$ cat config.mk
export PLATFORM = sky130hd
export DESIGN_NAME = dfs_path_unloader
export DESIGN_NICKNAME = d
export VERILOG_FILES = /design/src/rtl/dfs_path_unloader.sv
export SDC_FILE = /design/constraint.sdc
export NUM_CORES = 1
export LEC_CHECK = 0
export CAP_MARGIN = 20
export CORE_MARGIN = 3
export CORE_UTILIZATION = 52
export CTS_BUF_LIST = sky130_fd_sc_hd__clkbuf_2 sky130_fd_sc_hd__clkbuf_4 sky130_fd_sc_hd__clkbuf_8
export CTS_CLUSTER_DIAMETER = 50
export DETAILED_ROUTE_END_ITERATION = 6
export HOLD_SLACK_MARGIN = 0.08
export PLACE_DENSITY = 0.86
export RECOVER_POWER = 50
export SYNTH_ARGS = -nofsm -noshare
export SYNTH_HDL_FRONTEND = slang
export SYNTH_SLANG_ARGS = --single-unit
export TNS_END_PERCENT = 10
$ cat constraint.sdc
create_clock -name clk -period 2.8 [get_ports clk]
set_input_delay 0.84 -clock clk [delete_from_list [all_inputs] [get_ports clk]]
set_output_delay 0.84 -clock clk [all_outputs]
set_load 0.05 [all_outputs]
$ cat src/rtl/dfs_path_unloader.sv
// rtl/dfs_path_unloader.sv - streams the best DFS path from path memory to the host
//
// Purpose: once the search controller raises done, emit a header beat carrying
// the minimum path weight followed by one beat per path node (address order),
// then pulse stop so the controller can return to its START state.
//
// Ports:
//   clk, rst_n           clock, synchronous active-low reset
//   done                 search result valid (level)
//   path_len, min_wt     result length and weight, sampled with done in IDLE
//   pm_rd_en/addr/data   path memory read port, data valid one cycle after en
//   out_valid/ready      host handshake
//   out_data             header = weight, node beats = zero-extended node id
//   out_first, out_last  header / final beat markers
//   stop                 one-cycle release pulse to the search controller
//   busy                 high whenever not IDLE
module dfs_path_unloader #(
  parameter int DW = 8,
  parameter int AW = 4,
  parameter int WW = 16
) (
  input  logic          clk,
  input  logic          rst_n,
  input  logic          done,
  input  logic [AW:0]   path_len,
  input  logic [WW-1:0] min_wt,
  output logic          pm_rd_en,
  output logic [AW-1:0] pm_rd_addr,
  input  logic [DW-1:0] pm_rd_data,
  output logic          out_valid,
  input  logic          out_ready,
  output logic [WW-1:0] out_data,
  output logic          out_first,
  output logic          out_last,
  output logic          stop,
  output logic          busy
);

  typedef enum logic [2:0] {
    S_IDLE, S_HDR, S_FETCH, S_WAIT, S_SEND, S_ACK, S_DRAIN
  } state_t;

  localparam logic [AW:0] MAX_LEN = (AW+1)'(1) << AW;

  state_t        state, state_nxt;
  logic [AW:0]   len;
  logic [WW-1:0] wt;
  logic [AW-1:0] idx;
  logic [WW-1:0] node_q;
  logic          node_last;

  // idx is widened before the compare so len = 2^AW does not wrap.
  assign node_last = ({1'b0, idx} == (len - (AW+1)'(1)));

  always_ff @(posedge clk) begin
    if (!rst_n) begin
      state  <= S_IDLE;
      len    <= '0;
      wt     <= '0;
      idx    <= '0;
      node_q <= '0;
    end else begin
      state <= state_nxt;
      case (state)
        S_IDLE: if (done) begin
          len <= (path_len > MAX_LEN) ? MAX_LEN : path_len;
          wt  <= min_wt;
          idx <= '0;
        end
        S_WAIT: node_q <= WW'(pm_rd_data);
        S_SEND: if (out_ready && !node_last) idx <= idx + AW'(1);
        default: ;
      endcase
    end
  end

  always_comb begin
    state_nxt  = state;
    pm_rd_en   = 1'b0;
    pm_rd_addr = '0;
    out_valid  = 1'b0;
    out_data   = '0;
    out_first  = 1'b0;
    out_last   = 1'b0;
    stop       = 1'b0;
    busy       = (state != S_IDLE);
    case (state)
      S_IDLE: if (done) state_nxt = S_HDR;
      S_HDR: begin
        out_valid = 1'b1;
        out_data  = wt;
        out_first = 1'b1;
        out_last  = (len == '0);
        if (out_ready) state_nxt = (len == '0) ? S_ACK : S_FETCH;
      end
      S_FETCH: begin
        pm_rd_en   = 1'b1;
        pm_rd_addr = idx;
        state_nxt  = S_WAIT;
      end
      S_WAIT: state_nxt = S_SEND;
      S_SEND: begin
        out_valid = 1'b1;
        out_data  = node_q;
        out_last  = node_last;
        if (out_ready) state_nxt = node_last ? S_ACK : S_FETCH;
      end
      S_ACK: begin
        stop      = 1'b1;
        state_nxt = S_DRAIN;
      end
      // Hold here until done drops so the same result is not unloaded twice.
      S_DRAIN: if (!done) state_nxt = S_IDLE;
      default: state_nxt = S_IDLE;
    endcase
  end

endmodule

Word level (Yosys, flattened, before mapping)

Cells that the tools add are included.

Input port bits: 33
Word-level logic and storage cells: 48
Flip-flop bits (word level): 36

Add/subtract/negate cells: 2
Reductions and logical operators: 10
Muxes and demuxes: 18
Equal/unequal tests: 12
Order comparisons: 1

Operator list:

| operator                                                            | number |
|---|---|
| 16-bit case mux with 2 select lines                                 | 1 |
| 3-bit case mux with 7 select lines                                  | 1 |
| 3-bit 2-to-1 mux                                                    | 6 |
| 4-bit 2-to-1 mux                                                    | 3 |
| 2-bit != test (second input constant)                               | 5 |
| 3-bit == test (second input constant)                               | 3 |
| 4-bit case mux with 2 select lines                                  | 1 |
| 3-bit by 2-bit == test with 1-bit output (second input constant)    | 2 |
| 4-bit by 5-bit == test with 1-bit output                            | 1 |
| 5-bit greater-than comparator (second input constant)               | 1 |
| 5-bit zero test                                                     | 1 |
| 5-bit 2-to-1 mux                                                    | 1 |
| 5-bit by 1-bit subtractor with 5-bit output (second input constant) | 1 |
| 4-bit by 1-bit adder with 4-bit output (second input constant)      | 1 |
| 1-bit 2-to-1 mux                                                    | 4 |
| 4-bit AND reduction                                                 | 1 |
| 3-bit by 1-bit == test with 1-bit output (second input constant)    | 1 |
| 3-bit zero test                                                     | 1 |
| 3-bit AND reduction                                                 | 1 |
| 3-bit nonzero test                                                  | 1 |
| 1-bit case mux with 2 select lines                                  | 1 |
| 2-bit AND reduction                                                 | 1 |
| 2-bit nonzero test                                                  | 1 |
| 2-bit OR reduction                                                  | 1 |
| 2 further kinds                                                     | 2 |

Depth between registers and ports, before layout

Depth in word-level cells: 6
Depth in mapped cells: 7
Mapped depth without buffers: 7

Worst setup path before layout

No wires, ideal clock.

Kind: register to output
From: reg state[2]
To: out out_data[10]
Setup slack: 0.132 ns
Path buffers: 2
Required time: 1.960 ns
Stages on the path, launching flop included: 5
Data arrival time: 1.828 ns
Cells stage by stage: dfxtp_1 -> buf_2 -> nor3_1 -> clkbuf_1 -> and2_1

Longest elaborated chain between the ends: 2

Ends and longest elaborated chain:

| element                                                                          | line | text |
|---|---|---|
| start, declared                                                                  | 45   | `state_t state, state_nxt;` |
| start signal, assigned                                                           | 63   | `state <= state_nxt;` |
| 3-bit == test / 3-bit by 1-bit == test with 1-bit output (equally long branches) | 87   | `case (state)` |
| 16-bit case mux with 2 select lines (*)                                          | 87   |  |
| end, declared                                                                    | 32   | `output logic [WW-1:0] out_data,` |

Mark *: on every way between the ends. The rest lies on a longest branch, timed or not.

Final worst setup path

From: reg len[0]
To: out out_last

Longest elaborated chain between the ends: 3

Ends and longest elaborated chain:

| element                                     | line | text |
|---|---|---|
| start, declared                             | 46   | `logic [AW:0] len;` |
| start signal, assigned                      | 66   | `len <= (path_len > MAX_LEN) ? MAX_LEN : path_len;` |
| 5-bit by 1-bit subtractor with 5-bit output | 53   | `assign node_last = ({1'b0, idx} == (len - (AW+1)'(1)));` |
| 4-bit by 5-bit == test with 1-bit output    | 53   |  |
| 1-bit case mux with 2 select lines (*)      | 87   |  |
| end, declared                               | 34   | `output logic out_last,` |

Marked as above.

==> impl_metrics.csv <==
group,metric,value,unit
placed_design,place_hpwl,3550,um
clocking,clock_latency,0.29,ns
timing,max-slew-margin-rel,0.467,
floorplan,coreArea,0.00344,mm2
timing,hold_violations,0,
cells_and_area,drive_above_1_share,0.190,
timing,tns,0,ns
drt,vias,1875,
power_and_ir_drop,peakVddDrop,0.414,mV
timing,fin_crit_sh,0.960,
yosys,syn_inst,235,
yosys,ys.flop_type,"dfxtp_1",
timing,fmax,0.372,GHz
worst_setup_path,crit_family,"compound AO/OA/AOI/OAI gates",
yosys,yosys_warnings,0,
floorplan,die_w,66.5,um
timing,holdWs,0.464,ns
yosys,synth-async-reset-ratio,0,
drt,drtIter0Drc,168,
global_routing,first_global_vias,1778,
global_routing,grt_pass1_wl,8140,um
yosys,synth_cell_types,38,
yosys,synth_nets,270,
worst_setup_path,cp-end-kind,"primary output",
cells_and_area,syn_to_final_growth,50.6,%
placed_design,post_dp_cell_area,0.00272,mm2
clocking,clockBufferDepth,2,
cells_and_area,final_area,0.00287,mm2
worst_setup_path,cp_data_required_time,1.96,ns
timing,fin_crit,2.69,ns
global_routing,grt_usage,0.239,
clocking,cts_tree,"yes",
worst_setup_path,crit_fanout,4,
cells_and_area,diodes,0,
worst_setup_path,cp.arrival,1.85,ns
drt,wirelength,5010,um
worst_setup_path,slowest_stage,"dfxtp_2",
yosys,netlist_area,0.00191,mm2
worst_setup_path,cp-start-kind,"flip-flop",
power_and_ir_drop,powerDensity,546,mW/mm2
run_status,status,"finished clean",
power_and_ir_drop,finalPower,0.00157,W
clocking,cts-htree-levels,2,
global_routing,busiest_layer,"met2",
drt,avgViaCountPerCell,5.51,
floorplan,initial_core_util,0.554,
clocking,path_clk_slew,0.07,ns
yosys,yosysTopAreaCell,"dfxtp_1",
clocking,root_buffer,"clkbuf_8",
floorplan,rows,21,
global_routing,grt.overflow.total,0,
timing,slew_violations,0,
yosys,yosysSeqAreaShare,0.378,
cells_and_area,final_common_cell,"nand2_1",
clocking,cts_sinks,36,
timing,fin_skew,0.00296,ns
timing,finalSetupViolCount,0,
floorplan,fp.dieH,66.5,um
clocking,cts_buffers,5,
worst_hold_path,hold_path.class,"flip-flop to flip-flop",
worst_setup_path,critPathKind,"flip-flop to primary output",
run,cap_violations,0,
yosys,synth_top_area_share,0.378,
worst_setup_path,cpPeakStageDelay,0.34,ns
drt,drtAntennaViolNets,0,
yosys,avgSynthCellArea,8.11,um2
timing,worst_slew_pin_slew,0.800,ns
global_routing,grt_max_degree,25,
global_routing,grtUsageMet2,0.414,
placed_design,gp_congestion,0.776,
global_routing,grt_use_met3,0.0826,
yosys,synth.area.top_cells,"dfxtp_1 (38%), nand2_1 (9.1%), a21boi_0 (7.5%), mux2i_1 (5.8%), a22o_1 (3.7%)",
drt,dr.pass1.iters,4,
drt,drcViolationCount,0,
worst_setup_path,path_cells,"inv_1 -> ha_2 -> nand2b_1 -> o32ai_4 -> o2111ai_4 -> nand2_2 -> buf_12",
cells_and_area,finalNetCount,328,
yosys,ys_ff_latch,36,
placed_design,port_buffers,58,
floorplan,die_area,0.00443,mm2
cells_and_area,layout_common_cells,"nand2_1 (45), dfxtp_1 (34), clkdlybuf4s50_1 (29)",
yosys,synth-edff-count,0,
power_and_ir_drop,leakage,1.15,nW
drt,routedWlPerCell,14.7,um
global_routing,gr-usage-met1,0.287,
worst_setup_path,path_buf_inv,2,
timing,grt_setup_unrepaired,"false",
global_routing,antenna_found_initial,0,
floorplan,ioPinCount,59,
## sequential cells by signal, summed over array words and instances (netlist names)
name / cells
wt: 16
node_q: 8
len: 5
idx: 4
state: 3
## area by class of cell
cell class                 instances  area, um2
clock inverter                     3       18.8
clock buffer                       5       68.8
inverter                           7       26.3
tap                               46       57.6
multi-input combinational        176       1160
timing repair buffer              67        816
fill                             225        573
sequential                        36        723
## Yosys cell counts (all sizes together), types with 2 or more instances
cell / count
nand2: 46
or2: 4
a31oi: 2
o2111a: 2
inv: 7
or3: 2
mux2i: 11
nand3: 6
xor2: 3
o21ai: 5
xnor2: 3
ha: 2
a22o: 8
nor3: 5
o211ai: 3
and2: 9
nor2b: 9
a21oi: 5
dfxtp: 36
nand3b: 6
nand2b: 3
buf: 7
clkbuf: 9
nor2: 10
and3: 4
a21boi: 21
## worst paths after layout
kind / from / endpoint / slack [ns] / cells after the start
worst max-delay path: len[0] / out_last / 0.11 / 7
worst min-delay path: wt[13] / wt[13] / 0.46 / 2
worst max register to register: state[1] / wt[12] / 0.74 / 6
worst min register to register: wt[13] / wt[13] / 0.46 / 2
## power by group
group	switching [W]	internal [W]
logic	0.000346	0.000263
registers	0.0000404	0.000555
clock network	0.000188	0.000173
## cell families after synthesis
family | Yosys count | share of synthesized area
simple gates | 105 | 0.271
compound gates | 52 | 0.203
flops | 36 | 0.378
buf+inv | 23 | 0.0492
mux | 11 | 0.0578
xor+xnor | 6 | 0.0276
fa+ha+maj | 2 | 0.0131
## tightest hold or removal path: stages, from the launching register on
cell,delay (ns)
dfxtp_1,0.31
nand2_1,0.04
a21boi_0,0.06
## routing by layer
layer | part of all wire | vias up
met1 | 0.40 | 877
met5 | 0 | -
met2 | 0.51 | 73
li1 | - | 915
met3 | 0.085 | 10
met4 | 0.011 | 0
## through the flow
step / util / instances / worst slack (ns)
after floorplan: - / 235 / 0.132
after global placement: 0.791 / 332 / 0.276
after detailed placement: 0.791 / 332 / 0.196
after CTS: 0.822 / 340 / 0.00669
after global routing: 0.834 / 340 / 0.00160
final: 0.834 / 340 / 0.113
## repair_timing
item,4_1_cts,5_1_grt
buffers inserted,0,0
hold buffers,0,0
gates resized for setup,4,9
endpoints found under the setup margin,2,12
(Power assumes the default switching activity.)
